--- config.mk ---
export PLATFORM = sky130hd
export DESIGN_NAME = axis_systolic_array
export DESIGN_NICKNAME = d
export VERILOG_FILES = /design/src/rtl/axis_systolic_array_pkg.sv /design/src/rtl/axis_systolic_array_pe.sv /design/src/rtl/axis_systolic_array.sv
export SDC_FILE = /design/constraint.sdc
export NUM_CORES = 1
export LEC_CHECK = 0
export ABC_AREA = 1
export BUFFER_PORTS_ARGS = -buffer_cell sky130_fd_sc_hd__buf_2
export CAP_MARGIN = 20
export CORE_AREA = 2 2 117 141
export CTS_CLUSTER_DIAMETER = 40
export DETAILED_ROUTE_END_ITERATION = 7
export DIE_AREA = 0 0 119 143
export PLACE_DENSITY_LB_ADDON = 0.3
export SKIP_CTS_REPAIR_TIMING = 1
export SYNTH_ARGS = -nofsm -noshare
export SYNTH_HDL_FRONTEND = slang
export SYNTH_SLANG_ARGS = --single-unit
--- constraint.sdc ---
create_clock -name clk -period 6.75 [get_ports clk]
set_input_delay 0.3375 -clock clk [delete_from_list [all_inputs] [get_ports clk]]
set_output_delay 0.3375 -clock clk [all_outputs]
set_load 0.005 [all_outputs]
--- src/rtl/axis_systolic_array_pkg.sv ---
// Shared definitions for the AXIS systolic matrix-multiply engine.
// Holds the default geometry, the accumulator-width derivation and the packed
// lane types for the default configuration.
package axis_systolic_array_pkg;

  localparam int R_DEF  = 2;
  localparam int C_DEF  = 2;
  localparam int WX_DEF = 4;
  localparam int WK_DEF = 4;
  localparam int K_DEF  = 2;
  localparam int LM_DEF = 1;
  localparam int LA_DEF = 1;

  // Full-precision product plus headroom for summing k products.
  function automatic int wy_calc(input int wx, input int wk, input int k);
    return wx + wk + $clog2(k);
  endfunction

  localparam int WY_DEF = wy_calc(WX_DEF, WK_DEF, K_DEF);

  typedef logic [R_DEF-1:0][WX_DEF-1:0] x_col_t;
  typedef logic [C_DEF-1:0][WK_DEF-1:0] k_row_t;
  typedef logic [R_DEF-1:0][WY_DEF-1:0] y_col_t;

endpackage

--- src/rtl/axis_systolic_array_pe.sv ---
// sa_mac_pe: one signed multiply-accumulate cell.
//   clk, rstn  : clock, synchronous active-high reset
//   freeze     : holds every register (pipeline stall)
//   x, k       : operand lanes, captured every unfrozen cycle
//   acc_en     : product at the last multiply stage is a real beat
//   first      : that product loads the accumulator instead of adding
//   y          : accumulator value delayed by LA-1 stages
module sa_mac_pe
  import axis_systolic_array_pkg::*;
#(
  parameter int WX = WX_DEF,
  parameter int WK = WK_DEF,
  parameter int WY = WY_DEF,
  parameter int LM = LM_DEF,
  parameter int LA = LA_DEF
) (
  input  logic                 clk,
  input  logic                 rstn,
  input  logic                 freeze,
  input  logic signed [WX-1:0] x,
  input  logic signed [WK-1:0] k,
  input  logic                 acc_en,
  input  logic                 first,
  output logic signed [WY-1:0] y
);

  logic signed [WX-1:0]    xq;
  logic signed [WK-1:0]    kq;
  logic signed [WX+WK-1:0] p_full;
  logic signed [WY-1:0]    prod [LM];
  // dly[0] is the accumulator; later entries snapshot it so the next
  // matrix may start accumulating before hand-off.
  logic signed [WY-1:0]    dly  [LA];

  assign p_full = xq * kq;
  assign y      = dly[LA-1];

  always_ff @(posedge clk) begin
    if (rstn) begin
      xq <= '0;
      kq <= '0;
      for (int i = 0; i < LM; i++) prod[i] <= '0;
      for (int i = 0; i < LA; i++) dly[i]  <= '0;
    end else if (!freeze) begin
      xq      <= x;
      kq      <= k;
      prod[0] <= WY'(p_full);
      for (int i = 1; i < LM; i++) prod[i] <= prod[i-1];
      if (acc_en) dly[0] <= first ? prod[LM-1] : dly[0] + prod[LM-1];
      for (int i = 1; i < LA; i++) dly[i] <= dly[i-1];
    end
  end

endmodule

--- src/rtl/axis_systolic_array.sv ---
// axis_systolic_array: Y(RxC) = X(RxK) * Kw(KxC) over AXI-Stream.
//   clk, rstn         : clock, synchronous active-high reset
//   s_valid/s_ready   : input beat handshake, s_last marks the final k
//   sx_data           : X column k, lane r = X[r][k]
//   sk_data           : Kw row k, lane c = Kw[k][c]
//   m_valid/m_ready   : output beat handshake, m_last on column 0
//   m_data            : one Y column, last column first
module axis_systolic_array
  import axis_systolic_array_pkg::*;
#(
  parameter int R  = R_DEF,
  parameter int C  = C_DEF,
  parameter int WX = WX_DEF,
  parameter int WK = WK_DEF,
  parameter int K  = K_DEF,
  parameter int WY = wy_calc(WX, WK, K),
  parameter int LM = LM_DEF,
  parameter int LA = LA_DEF
) (
  input  logic                   clk,
  input  logic                   rstn,
  input  logic                   s_valid,
  output logic                   s_ready,
  input  logic                   s_last,
  input  logic [R-1:0][WX-1:0]   sx_data,
  input  logic [C-1:0][WK-1:0]   sk_data,
  output logic                   m_valid,
  input  logic                   m_ready,
  output logic                   m_last,
  output logic [R-1:0][WY-1:0]   m_data
);

  // Stage 0 = operand capture, 1..LM = multiply, LM+1..LM+LA = accumulate.
  localparam int STAGES = LM + LA;
  localparam int CNT_W  = $clog2(C + 1);

  logic [STAGES:0]           vld_pipe;
  logic [STAGES:0]           last_pipe;
  logic [LM:0]               first_pipe;
  logic                      first_q;
  logic                      ready_q;
  logic [C-1:0][R-1:0][WY-1:0] bank;
  logic [CNT_W-1:0]          cnt;
  logic [R-1:0][C-1:0][WY-1:0] acc_y;
  logic                      accept, handoff_req, emptying, stall, load;

  assign m_valid     = (cnt != '0);
  assign m_last      = (cnt == CNT_W'(1));
  assign m_data      = bank[C-1];
  assign emptying    = m_valid && m_ready && m_last;
  assign handoff_req = vld_pipe[STAGES] && last_pipe[STAGES];
  // Bank still holds an undrained matrix: freeze everything upstream.
  assign stall       = handoff_req && m_valid && !emptying;
  assign load        = handoff_req && !stall;
  assign s_ready     = ready_q && !stall;
  assign accept      = s_valid && s_ready;

  always_ff @(posedge clk) begin
    if (rstn) begin
      ready_q    <= 1'b0;
      first_q    <= 1'b1;
      vld_pipe   <= '0;
      last_pipe  <= '0;
      first_pipe <= '0;
    end else begin
      ready_q <= 1'b1;
      if (accept) first_q <= s_last;
      if (!stall) begin
        vld_pipe   <= {vld_pipe[STAGES-1:0], accept};
        last_pipe  <= {last_pipe[STAGES-1:0], s_last};
        first_pipe <= {first_pipe[LM-1:0], first_q};
      end
    end
  end

  // Output bank: transpose on load, shift toward column C-1 on each beat.
  // A load in the same cycle as the final beat wins, so no bubble appears.
  always_ff @(posedge clk) begin
    if (rstn) begin
      bank <= '0;
      cnt  <= '0;
    end else if (load) begin
      for (int c = 0; c < C; c++)
        for (int r = 0; r < R; r++)
          bank[c][r] <= acc_y[r][c];
      cnt <= CNT_W'(C);
    end else if (m_valid && m_ready) begin
      for (int c = C - 1; c > 0; c--) bank[c] <= bank[c-1];
      bank[0] <= '0;
      cnt     <= cnt - CNT_W'(1);
    end
  end

  for (genvar gr = 0; gr < R; gr++) begin : g_row
    for (genvar gc = 0; gc < C; gc++) begin : g_col
      sa_mac_pe #(.WX(WX), .WK(WK), .WY(WY), .LM(LM), .LA(LA)) u_pe (
        .clk    (clk),
        .rstn   (rstn),
        .freeze (stall),
        .x      (sx_data[gr]),
        .k      (sk_data[gc]),
        .acc_en (vld_pipe[LM]),
        .first  (first_pipe[LM]),
        .y      (acc_y[gr][gc])
      );
    end
  end

endmodule

After elaboration in Yosys (flattened, before gate mapping)
Memories as Yosys holds them, arrays and structs flattened.
Index checks and enable logic that the tools add are counted.

storage, ports and cells
  latch bits = 0
  bits of input ports = 21
  output and inout bits = 21
  ROM bits = 0
  memories kept = 8
  bits in registers = 64
  logic and storage cells = 88
  memory bits (writable) = 72

operators by class
  divide/modulo/power cells = 0
  order comparisons = 0
  multiply operators = 4
  multiplexer cells = 34
  add/subtract/negate cells = 5
  bitwise gates (word level) = 0
  shift-type cells = 0
  reduce and logical (&&, ||, !) cells = 21
  equality and inequality tests = 1

memory list
  memory                       words  width  read ports  clocked after memory_dff  write ports  line                          source
  g_row[0].g_col[0].u_pe.dly   1      9      1           0                         1            axis_systolic_array_pe.sv:33  logic signed [WY-1:0] dly [LA];
  g_row[0].g_col[0].u_pe.prod  1      9      1           0                         1            axis_systolic_array_pe.sv:30  logic signed [WY-1:0] prod [LM];
  g_row[0].g_col[1].u_pe.dly   1      9      1           0                         1            axis_systolic_array_pe.sv:33
  g_row[0].g_col[1].u_pe.prod  1      9      1           0                         1            axis_systolic_array_pe.sv:30
  g_row[1].g_col[0].u_pe.dly   1      9      1           0                         1            axis_systolic_array_pe.sv:33
  g_row[1].g_col[0].u_pe.prod  1      9      1           0                         1            axis_systolic_array_pe.sv:30
  +2 memories                  --     --     --          --                        --           --

operators by type and width
  kind                                               number
  two-way mux 9 bit                                  12
  two-way mux 36 bit                                 2
  OR reduction 9 bit                                 8
  adder 9 bit                                        4
  multiplier 4 x 4 -> 8 bit                          4
  two-way mux 1 bit                                  18
  logical AND 1 bit                                  8
  two-way mux 2 bit                                  2
  nonzero test 2 bit                                 2
  == test 2 x 1 -> 1 bit (second input constant)     1
  logical NOT 1 bit                                  2
  OR reduction 2 bit                                 1
  subtractor 2 x 1 -> 2 bit (second input constant)  1

Logic depth before layout (Yosys ltp)
Gate-level depths: netlist (run 1).

  depth in word-level cells = 10
  gate-level depth with buffers = 19
  mapped depth without buffers = 18

Hierarchy
Synthesis (run 1) repeated with hierarchy kept, for this count alone.

second synthesis, totals
  cells, all modules = 1310
  area total of the unflattened synthesis = 10223.6 um^2

by module, submodules not included
  module               times used  seq. area each (um^2)  area each (um^2)  cells each
  sa_mac_pe            4           670.6                  2003.2            253
  axis_systolic_array  1           960.9                  2210.9            298

Least setup slack after synthesis (run 1)
Ideal clock, no wire load.

  path kind = register to register
  start = register cnt[0]
  end = memory g_row[0].g_col[0].u_pe.dly[0][0] (netlist name) (enable)
  clock period less this slack = 3.785 ns
  path buffers = 0
  data required time = 6.271 ns
  setup time = 0.479 ns
  arrival time = 3.306 ns
  cell stages (with the launch flop) = 6
  setup slack = 2.965 ns
  cells stage by stage = dfxtp_1 > ha_1 > nand2_1 > nand2_2 > nor2_4 > o21ai_0

between the ends
  elaborated cells on any way between the ends = 12
  those cells by class = 1 x eq/ne; 4 x mux; 7 x reduce/logical

RTL lines
  item                                    line                          source
  from (decl)                             axis_systolic_array.sv:43     logic [CNT_W-1:0] cnt;
  from (signal assigned)                  axis_systolic_array.sv:86     cnt <= CNT_W'(C);
  from (signal assigned)                  axis_systolic_array.sv:90     cnt <= cnt - CNT_W'(1);
  == test 2 x 1 -> 1 bit (*)              axis_systolic_array.sv:48     assign m_last = (cnt == CNT_W'(1));
  net m_last                              axis_systolic_array.sv:29     output logic m_last,
  logical AND 1 bit (*)                   axis_systolic_array.sv:50     assign emptying = m_valid && m_ready && m_last;
  logical NOT 1 bit (*)                   axis_systolic_array.sv:53     assign stall = handoff_req && m_valid && !emptying;
  logical AND 1 bit (*)                   axis_systolic_array.sv:53
  two-way mux 1 bit (*)                   axis_systolic_array_pe.sv:44  end else if (!freeze) begin
  two-way mux 1 bit (*)                   axis_systolic_array_pe.sv:39  if (rstn) begin
  two-way mux 1 bit (*)                   axis_systolic_array_pe.sv:49  if (acc_en) dly[0] <= first ? prod[LM-1] : dly[0] + prod[LM-1];
  OR reduction 9 bit (no source line)     --
  two-way mux 1 bit (no source line) (*)  --
  to (decl)                               axis_systolic_array_pe.sv:33

The timed path passes the listed nets; every way through them passes the cells marked *.

==> results of run 1 <==
## through the flow
| stage | power, mW | area [µm²] | cells |
|---|---|---|---|
| global route | 2.26 | 10000 | 1369 |
| floorplan | 1.18 | 9230 | 1147 |
| finish | 2.17 | 10000 | 1369 |
| CTS | 2.18 | 10000 | 1369 |
| global placement | 1.24 | 9390 | 1337 |
| detailed placement | 1.25 | 9390 | 1337 |
## routing by layer
| metal | global-route usage (%) | routed length, µm | up-vias | part of all wire (%) |
|---|---|---|---|---|
| met3 | 3.23 | 852 | 33 | 4.4 |
| met5 | 0 | 0 | - | 0 |
| met2 | 42.7 | 9700 | 177 | 50 |
| met1 | 30.0 | 8390 | 3378 | 43 |
| met4 | 8.96 | 363 | 0 | 1.9 |
| li1 | - | - | 3676 | - |
## kinds of logic (layout without fill, tap and decap cells)
| logic type | count (synthesis) | count (layout) |
|---|---|---|
| fa+ha+maj | 122 | 122 |
| flops | 132 | 132 |
| buf+inv | 251 | 265 |
| simple gates | 482 | 482 |
| xor+xnor | 29 | 29 |
| compound gates | 131 | 131 |
## area by class of cell
cell class	count	area, µm²
flip-flops and latches	132	3320
repair buffers	46	243
multi-input cells	764	4860
well taps	208	260
inverters	187	702
clock inverters	5	27.5
clock buffers	27	579
fillers	1310	5580
## flip-flops by register name, indices dropped and copies added (netlist names)
name                   cells
last_pipe                  3
g_row.g_col.u_pe.prod     32
g_row.g_col.u_pe.dly      36
ready_q                    1
vld_pipe                   3
g_row.g_col.u_pe.kq        8
cnt                        2
m_data                    18
g_row.g_col.u_pe.xq        8
first_q                    1
bank                      18
first_pipe                 2
## worst max-delay path by stage
| stage | to | slack [ns] | cells after the start |
|---|---|---|---|
| detailed placement | g_row[0].g_col[1].u_pe.prod[0][7] | 3.08 | 16 |
| floorplan | g_row[0].g_col[0].u_pe.dly[0][0] | 2.97 | 5 |
| global route | g_row[0].g_col[1].u_pe.prod[0][7] | 2.70 | 16 |
| CTS | g_row[0].g_col[1].u_pe.prod[0][7] | 2.98 | 14 |
| finish | g_row[0].g_col[1].u_pe.prod[0][7] | 2.99 | 14 |
| global placement | g_row[1].g_col[0].u_pe.prod[0][7] | 3.18 | 16 |
## worst min-delay path, cell delays in order
cell     delay (ns)
buf_2          0.07
nand2_1        0.04
nand2_1        0.04
## power groups by stage
stage | clock network, mW | registers [mW] | logic (mW)
3_3_place_gp | 0 | 0.932 | 0.309
2_1_floorplan | 0 | 0.916 | 0.259
6_report | 0.927 | 0.919 | 0.322
3_5_place_dp | 0 | 0.934 | 0.317
5_1_grt | 0.967 | 0.922 | 0.374
4_1_cts | 0.934 | 0.918 | 0.324
## layout by cell type (no fill, tap or decap), drive strengths merged, types with 32 or more instances in the layout
cell type	instances
buf	46
fa	40
nand2	257
a21oi	65
o21ai	32
nor2	93
edfxtp	68
inv	187
nand3	105
ha	82
dfxtp	64
==> results.ini, run 1 <==
[finish]
drive_gt1_share_pct = 8.53
fin_util_pct = 64.2
fin_nets = 1291
area_growth_pct = 8.34
diodes = 0

[clocking]
clkSinkCount = 132
clock_latency_ns = 0.42
clk_pin_slew_ns = 0.06
cts_buffers = 17
htreeDepth = 4
cts_tree = built
cts_buffer_depth = 2
cts_root_buf = clkbuf_16

[worst_setup_path]
cpMostUsedCell = fa_1
rrSetupSlack_ns = 2.99
critPathKind = reg -> reg
worstPathRequired_ns = 6.92
r2r_cells = 14
r2r-end = g_row[0].g_col[1].u_pe.prod[0][7]
path_max_fanout = 9
slowest_delay_ns = 0.54
end_kind = register
critPathBufInv = 2
start_kind = register
startpoint = g_row[0].g_col[0].u_pe.xq[1]
crit_slowest_cell = fa_1
crit_family = adder cells
timing.rr.start = g_row[0].g_col[0].u_pe.xq[1]
arrival_ns = 3.93
path_cells = nand2_1, fa_1, inv_1, fa_1, fa_1, ha_1, inv_1, fa_1, o21ai_0, nand2_1, nand3_1, nand2_1, nor2_1, nor2_1

[synthesis]
synth_top_family_by_area = simple AND/OR/NAND/NOR gates
synthFlopType = edfxtp_1
synth-compound-area-share_pct = 7.93
synthesis.instances = 1147
synthSimpleGateAreaFrac_pct = 22.1
yosysMostFrequentCell = nand2_1
async_reset_ff_share_pct = 0
syn_avg_cell_area_um2 = 8.04
synth-seq-cells = 132
synth_cell_type_count = 34
synth_area_leaders = edfxtp_1 22%, dfxtp_1 14%, ha_1 11%
synth_common_cells = 256 x nand2_1, 179 x inv_1, 105 x nand3_1
synth_xor_area_share_pct = 2.75
synth_seq_area_share_pct = 36.0
ys_warn_count = 0
synth_top_area_share_pct = 22.1
synth-edff-count = 68
yosys-mux-area-fraction_pct = 0
syn_area_um2 = 9230
synth_fa_ha_area_share_pct = 19.8
synth_nets = 1290
synth_top_area_cell = edfxtp_1

[pwr]
powerDensity_nw_per_um2 = 217
leakage_nw = 5.14
p_seq_share_pct = 42.4
vdd_drop_max_mv = 0.170
p_comb_share_pct = 14.8
p_sw_mw = 0.575
p_int_mw = 1.59
swShare_pct = 26.5
power_frac_clock_pct = 42.8

[timing]
layout_min_cycle_time_ns = 3.76
max_slew_margin_pct = 35.0
hold_violations = 0
fin_ws_ns = 2.99
fin_skew_ns = 0.00898
tightest_slew_ns = 0.974
finalMaxSlewViolations = 0
setup_tns_ns = 0
period_share_pct = 55.7
rsz0062_at_grt = no
setup_viol = 0
fmax_mhz = 266
hold-worst-slack_ns = 0.0980

[die]
die_w_um = 119
initial_core_util_pct = 59.2
rows = 50
io_pins = 42
design.core.area_um2 = 15600
die_h_um = 143
die-area_um2 = 17000

[route]
vias_per_cell = 5.31
dr.pass1.iters = 5
remaining_drc_errors = 0
drt_wl_total_um = 19300
drt-wirelength-per-cell_um = 14.1
ant_nets = 0
drtIter0Drc = 570
vias = 7264

[worst_hold_path]
hold_depth = 3
hold_end = g_row[1].g_col[0].u_pe.kq[2]
min-delay-start = sk_data[2]
hold_class = in -> reg

[outcome]
run_status = finished, final reports clean

[global_routing]
grt_pass1_vias = 6985
grt_usage_pct = 24.1
grt_pass1_wl_um = 32900
antenna_found_initial = 0
globalRoute.totalOverflow = 0
grt_max_degree = 57

[job]
drv_cap = 0

[placed_design]
dp_slack_ns = 3.08
post-dp-hpwl_um = 13900
port_buffers = 41
gp_congestion = 0.872

Note: power is estimated with default switching activity, not from simulation.
==> run 2, diff against run 1 <==
==> constraint.sdc (replaced) <==
create_clock -name clk -period 3.8 [get_ports clk]
set_input_delay 0.19 -clock clk [delete_from_list [all_inputs] [get_ports clk]]
set_output_delay 0.19 -clock clk [all_outputs]
set_load 0.005 [all_outputs]
==> run 2 against run 1 <==
The run now ends with negative hold slack left. Sequential power increased by 77%. First-iteration DRC count decreased by 20%. Fmax increased by 4.6%. Core utilization increased by 1.5 points. Combinational power increased by 88%. Clock power increased by 84%. Setup slack got worse by 2.8 ns. Largest cell class unchanged.
==> results.ini, run 2 (synthesized netlist as in run 1, its figures left out) <==
[route]
ant_nets = 0  ; unchanged
dr.pass1.iters = 7  ; +2
drt-wirelength-per-cell_um = 14.4  ; +2.1%
vias = 7379  ; +1.6%
vias_per_cell = 5.31  ; about the same
remaining_drc_errors = 0  ; unchanged
drtIter0Drc = 454  ; -20%
drt_wl_total_um = 20000  ; +3.6%

[finish]
top_regs = g_row.g_col.u_pe.dly (36), g_row.g_col.u_pe.prod (32)
fin_util_pct = 65.7  ; +1.5 points
drive_gt1_share_pct = 10.1  ; +1.5 points
layout_commonest_cell = nand2_1
post-route-cell-area_um2 = 10200  ; +2.4%
diodes = 0  ; unchanged
fin_nets = 1312  ; +1.6%
layout_common_cells = 256 x nand2_1, 177 x inv_1, 105 x nand3_1
largest_reg_flops = 36  ; unchanged
top_register = g_row.g_col.u_pe.dly
fin_cells = 1390  ; +1.5%
area_growth_pct = 10.9

[worst_setup_path]
critPathBufInv = 3  ; +1
crit_slowest_cell = fa_1
end_kind = register
rrSetupSlack_ns = 0.21  ; -2.79 ns
start_kind = register
arrival_ns = 3.77  ; -0.16 ns
cpMostUsedCell = nand2_1
r2r_cells = 17  ; +3
slowest_delay_ns = 0.55  ; about the same
worstPathRequired_ns = 3.97  ; -2.95 ns
critPathKind = reg -> reg
r2r-end = g_row[0].g_col[1].u_pe.prod[0][7]
startpoint = g_row[0].g_col[0].u_pe.xq[0]
path_max_fanout = 5  ; -4
path_depth = 17  ; +3
timing.rr.start = g_row[0].g_col[0].u_pe.xq[0]
crit_family = adder cells
endpoint = g_row[0].g_col[1].u_pe.prod[0][7]
path_cells = inv_2, nand2_1, fa_1, inv_1, fa_1, fa_1, ha_1, inv_1, fa_1, o21ai_1, nand2_1, nand2_1, nand2_1, nand2_1, nand2_1, nand2_1, nor2_1

[global_routing]
grt_usage_pct = 24.4  ; +0.35 points
grt_max_degree = 57  ; unchanged
globalRoute.totalOverflow = 0  ; unchanged
antenna_found_initial = 0  ; unchanged
grt_pass1_vias = 7156  ; +2.4%
grt_pass1_wl_um = 33500  ; +1.8%

[timing]
hold_violations = 2  ; +2
period_share_pct = 94.6  ; +39 points
setup_viol = 0  ; unchanged
tightest_slew_ns = 0.932  ; -0.0424 ns
fin_skew_ns = 0.0101  ; +0.00112 ns
layout_min_cycle_time_ns = 3.59  ; -0.164 ns
hold-worst-slack_ns = -0.00838  ; -0.106 ns
finalMaxSlewViolations = 0  ; unchanged
setup_tns_ns = 0  ; unchanged
max_slew_margin_pct = 37.8  ; +2.8 points
fmax_mhz = 278  ; +4.6%

[outcome]
violations = negative hold slack
run_status = complete, but fails checks

[placed_design]
dpl_cell_area_um2 = 9460  ; +0.72%
port_buffers = 41  ; unchanged
post-dp-hpwl_um = 14000  ; +0.42%
gp_congestion = 0.869  ; -0.28%
dp_cells = 1346  ; +0.67%

[clocking]
cts_tree = built
clock_latency_ns = 0.42  ; about the same
cts_root_buf = clkbuf_16
clk_pin_slew_ns = 0.06  ; about the same
htreeDepth = 4  ; unchanged
cts_buffer_depth = 2  ; unchanged
cts_buffers = 17  ; unchanged
clkSinkCount = 132  ; unchanged

[pwr]
p_int_mw = 2.89  ; +81%
p_comb_share_pct = 15.3  ; +0.5 points
leakage_nw = 5.25  ; +2.1%
p_sw_mw = 1.06  ; +84%
powerDensity_nw_per_um2 = 386  ; +78%
swShare_pct = 26.9  ; +0.33 points
vdd_drop_max_mv = 0.252  ; +48%
p_seq_share_pct = 41.3  ; -1.1 points
power_frac_clock_pct = 43.4  ; +0.6 points

[worst_hold_path]
hold_class = in -> reg

[job]
drv_cap = 0  ; unchanged

[die]
initial_core_util_pct = 59.2  ; unchanged
rows = 50  ; unchanged
io_pins = 42  ; unchanged
die_w_um = 119  ; unchanged
die-area_um2 = 17000  ; unchanged
design.core.area_um2 = 15600  ; unchanged
die_h_um = 143  ; unchanged

-- run 2: layout make-up --
class                           instances  area (µm²)
Clock buffer                           26         596
Clock inverter                          6        46.3
Fill cell                            1288        5350
Inverter                              187         706
Multi-Input combinational cell        764        4870
Sequential cell                       132        3330
Tap cell                              208         260
Timing Repair Buffer                   67         430
-- run 2: worst min-delay path, stage by stage --
cell and delay [ns]:
buf_2 0.07, nand2_1 0.04, o21ai_0 0.07
-- run 2: metrics by stage --
step | power [mW] | worst slack [ns]
final | 3.95 | 0.206
after global routing | 4.12 | -0.0000107
after CTS | 3.94 | 0.113
after global placement | 2.21 | 0.239
after floorplan | 2.09 | 0.0153
after detailed placement | 2.23 | 0.125
-- run 2: per-layer routing --
metal  global-route usage (%)  wire (µm)  part of all wire (%)
met4                     7.96        287                   1.4
met3                     3.99        984                   4.9
met5                        0          0                     0
met1                     31.6       8650                    43
met2                     41.9      10100                    50
-- run 2: how the worst min path moves through the flow --
| stage | startpoint | to | slack, ns | cells after the start |
|---|---|---|---|---|
| final | sk_data[3] | g_row[1].g_col[0].u_pe.kq[3] | -0.008 | 3 |
| after CTS | sk_data[1] | g_row[1].g_col[0].u_pe.kq[1] | -0.06 | 3 |
| after detailed placement | sk_data[1] | g_row[1].g_col[0].u_pe.kq[1] | 0.38 | 3 |
| after global placement | sk_data[2] | g_row[1].g_col[0].u_pe.kq[2] | 0.38 | 3 |
| after global routing | sx_data[2] | g_row[0].g_col[0].u_pe.xq[2] | 0.005 | 3 |
| after floorplan | sx_data[1] | g_row[0].g_col[0].u_pe.xq[1] | 0.29 | 2 |
-- run 2: power by group through the flow --
stage / Sequential [mW] / Clock [mW] / Combinational, mW
final: 1.63 / 1.71 / 0.605
after floorplan: 1.63 / 0 / 0.460
after global routing: 1.64 / 1.78 / 0.696
after detailed placement: 1.66 / 0 / 0.576
after CTS: 1.63 / 1.72 / 0.593
after global placement: 1.65 / 0 / 0.558
==> run 3, diff against run 2 <==
--- a/config.mk
+++ b/config.mk
@@ -8,10 +8,11 @@
 export ABC_AREA = 1
 export BUFFER_PORTS_ARGS = -buffer_cell sky130_fd_sc_hd__buf_2
 export CAP_MARGIN = 20
-export CORE_AREA = 2 2 117 141
+export CORE_AREA = 2 2 152 183
 export CTS_CLUSTER_DIAMETER = 40
 export DETAILED_ROUTE_END_ITERATION = 7
-export DIE_AREA = 0 0 119 143
+export DIE_AREA = 0 0 154 185
+export MAX_ROUTING_LAYER = met4
 export PLACE_DENSITY_LB_ADDON = 0.3
 export SKIP_CTS_REPAIR_TIMING = 1
 export SYNTH_ARGS = -nofsm -noshare
==> run 3 against run 2 <==
The flow still finishes with violations (negative hold slack). Routed wire length up 1.6%. Sequential power about the same. Critical path depth unchanged.
==> results.ini, run 3 (synthesized netlist as in run 1, its figures left out) <==
[clocking]
htreeDepth = 4  ; unchanged
cts_root_buf = clkbuf_16
clkSinkCount = 132  ; unchanged
cts_tree = built
cts_buffers = 17  ; unchanged
cts_buffer_depth = 2  ; unchanged
clock_latency_ns = 0.42  ; about the same
clk_pin_slew_ns = 0.06  ; about the same

[pwr]
power_frac_clock_pct = 42.2  ; -1.2 points
p_sw_mw = 1.06  ; about the same
powerDensity_nw_per_um2 = 371  ; -3.8%
p_comb_share_pct = 15.3  ; about the same
p_int_mw = 2.78  ; -3.7%
leakage_nw = 5.23  ; -0.32%
vdd_drop_max_mv = 0.188  ; -26%
p_seq_share_pct = 42.5  ; +1.2 points
swShare_pct = 27.6  ; +0.74 points

[route]
drt_wl_total_um = 20300  ; +1.6%
dr.pass1.iters = 5  ; -2
vias_per_cell = 4.74  ; -11%
ant_nets = 0  ; unchanged
drtIter0Drc = 471  ; +3.7%
remaining_drc_errors = 0  ; unchanged
drt-wirelength-per-cell_um = 13.4  ; -7.2%
vias = 7211  ; -2.3%

[worst_setup_path]
startpoint = g_row[1].g_col[0].u_pe.xq[0]
path_max_fanout = 5  ; unchanged
r2r_cells = 17  ; unchanged
start_kind = register
slowest_delay_ns = 0.52  ; -0.03 ns
timing.rr.start = g_row[1].g_col[0].u_pe.xq[0]
r2r-end = g_row[1].g_col[0].u_pe.prod[0][7]
critPathBufInv = 3  ; unchanged
arrival_ns = 3.69  ; -0.08 ns
critPathKind = reg -> reg
crit_family = adder cells
path_cells = inv_2, nand2_1, fa_1, fa_1, inv_1, fa_1, ha_1, inv_1, fa_1, o21ai_0, nand2_1, nand2_1, nand2_1, nand2_1, nand2_1, nand2_1, nor2_1
cpMostUsedCell = nand2_1
end_kind = register
worstPathRequired_ns = 3.98  ; about the same
crit_slowest_cell = fa_1
rrSetupSlack_ns = 0.29  ; +0.08 ns

[timing]
hold-worst-slack_ns = -0.0188  ; -0.0104 ns
fmax_mhz = 285  ; +2.3%
fin_skew_ns = 0.00996  ; -0.000145 ns
hold_violations = 2  ; unchanged
finalMaxSlewViolations = 0  ; unchanged
max_slew_margin_pct = 30.7  ; -7.1 points
rsz0062_at_grt = no
setup_tns_ns = 0  ; unchanged
layout_min_cycle_time_ns = 3.51  ; -0.0797 ns
setup_viol = 0  ; unchanged
tightest_slew_ns = 1.04  ; +0.104 ns
period_share_pct = 92.5  ; -2.1 points

[placed_design]
port_buffers = 41  ; unchanged
dp_cells = 1478  ; +9.8%
gp_congestion = 0.871  ; +0.25%
dpl_cell_area_um2 = 9640  ; +1.9%
post-dp-hpwl_um = 15300  ; +9.3%

[finish]
layout_commonest_cell = nand2_1
top_register = g_row.g_col.u_pe.dly
drive_gt1_share_pct = 10.5  ; +0.43 points
area_growth_pct = 12.2
diodes = 0  ; unchanged
fillCellCount = 2782  ; +120%
post-route-cell-area_um2 = 10400  ; +1.2%
top_regs = g_row.g_col.u_pe.dly (36), g_row.g_col.u_pe.prod (32)
fin_cells = 1521  ; +9.4%
fin_nets = 1312  ; unchanged
largest_reg_flops = 36  ; unchanged
layout_common_cells = 255 x nand2_1, 177 x inv_1, 105 x nand3_1

[worst_hold_path]
hold_class = in -> reg
hold_depth = 3  ; unchanged
min-delay-start = sk_data[2]
hold_end = g_row[1].g_col[0].u_pe.kq[2]

[die]
die_w_um = 154  ; +29%
die-area_um2 = 28500  ; +67%
rows = 66  ; +32%
io_pins = 42  ; unchanged
initial_core_util_pct = 34.4  ; -25 points
die_h_um = 185  ; +29%
design.core.area_um2 = 26800  ; +72%

[global_routing]
globalRoute.totalOverflow = 0  ; unchanged
grt_usage_pct = 15.3  ; -9.1 points
grt_max_degree = 54  ; -5.3%
antenna_found_initial = 0  ; unchanged
grt_pass1_vias = 6928  ; -3.2%
grt_pass1_wl_um = 34000  ; +1.5%

[outcome]
run_status = complete, but fails checks
violations = negative hold slack

[job]
drv_cap = 0  ; unchanged

[run 3: changes by cell type in the layout (fill, tap and decap cells not counted), moves of 2 or more]
cell / previous run / this run
clkbuf_16: 22 / 20
dfxtp_1: 60 / 57
inv_4: 1 / 4
clkinv_4: 3 / 1
dlygate4sd3_1: 12 / 10
dfxtp_2: 4 / 7
[run 3: how the worst max path moves through the flow]
stage	to	slack, ns	depth (start not counted)
finish	g_row[1].g_col[0].u_pe.prod[0][7]	0.29	17
global route	g_row[1].g_col[0].u_pe.prod[0][7]	0.01	17
global placement	g_row[1].g_col[0].u_pe.prod[0][7]	0.23	16
detailed placement	g_row[0].g_col[1].u_pe.prod[0][7]	0.16	17
CTS	g_row[0].g_col[1].u_pe.prod[0][7]	0.15	17
floorplan	g_row[0].g_col[0].u_pe.dly[0][0]	0.02	5
[run 3: cell type report]
| class | count | area, µm² | share of cell area [%] |
|---|---|---|---|
| clock buffers | 22 | 528 | 5.10 |
| clock inverters | 9 | 60.1 | 0.580 |
| inverters | 187 | 702 | 6.78 |
| multi-input cells | 764 | 4870 | 47.0 |
| flip-flops and latches | 132 | 3330 | 32.2 |
| well taps | 340 | 425 | 4.11 |
| repair buffers | 67 | 438 | 4.23 |
[run 3: through the flow]
step	total power [mW]	setup WS, ns	hold slack, ns	utilization (%)
6_report	3.84	0.286	-0.0188	38.6
5_1_grt	4.04	0.0134	0.00592	38.6
4_1_cts	3.87	0.153	-0.0545	38.1
3_5_place_dp	2.24	0.159	0.385	35.9
3_3_place_gp	2.23	0.226	0.387	35.9
2_1_floorplan	2.09	0.0153	0.293	-
[run 3: worst reg2reg max path: cells and delay by family, from the launching register on]
family,cells,cell delay [ns]
buffers and inverters,3,0.20
AO/OA/AOI/OAI,1,0.17
AND/OR/NAND/NOR,8,0.48
flip-flops,1,0.35
adder cells (fa/ha/maj),5,2.08
[run 3: metal layers]
layer,GRT usage [%],vias to the layer above,wire length [µm]
li1,-,3715,-
met1,20.0,3365,9970
met2,24.9,112,9480
met3,1.94,19,600
met4,4.67,0,270
met5,-,-,0
[run 3: power by group through the flow]
| stage | Sequential (mW) | Clock (mW) | Combinational, mW |
|---|---|---|---|
| 6_report | 1.63 | 1.62 | 0.588 |
| 3_3_place_gp | 1.66 | 0 | 0.573 |
| 2_1_floorplan | 1.63 | 0 | 0.460 |
| 3_5_place_dp | 1.66 | 0 | 0.581 |
| 5_1_grt | 1.64 | 1.71 | 0.687 |
| 4_1_cts | 1.63 | 1.65 | 0.588 |
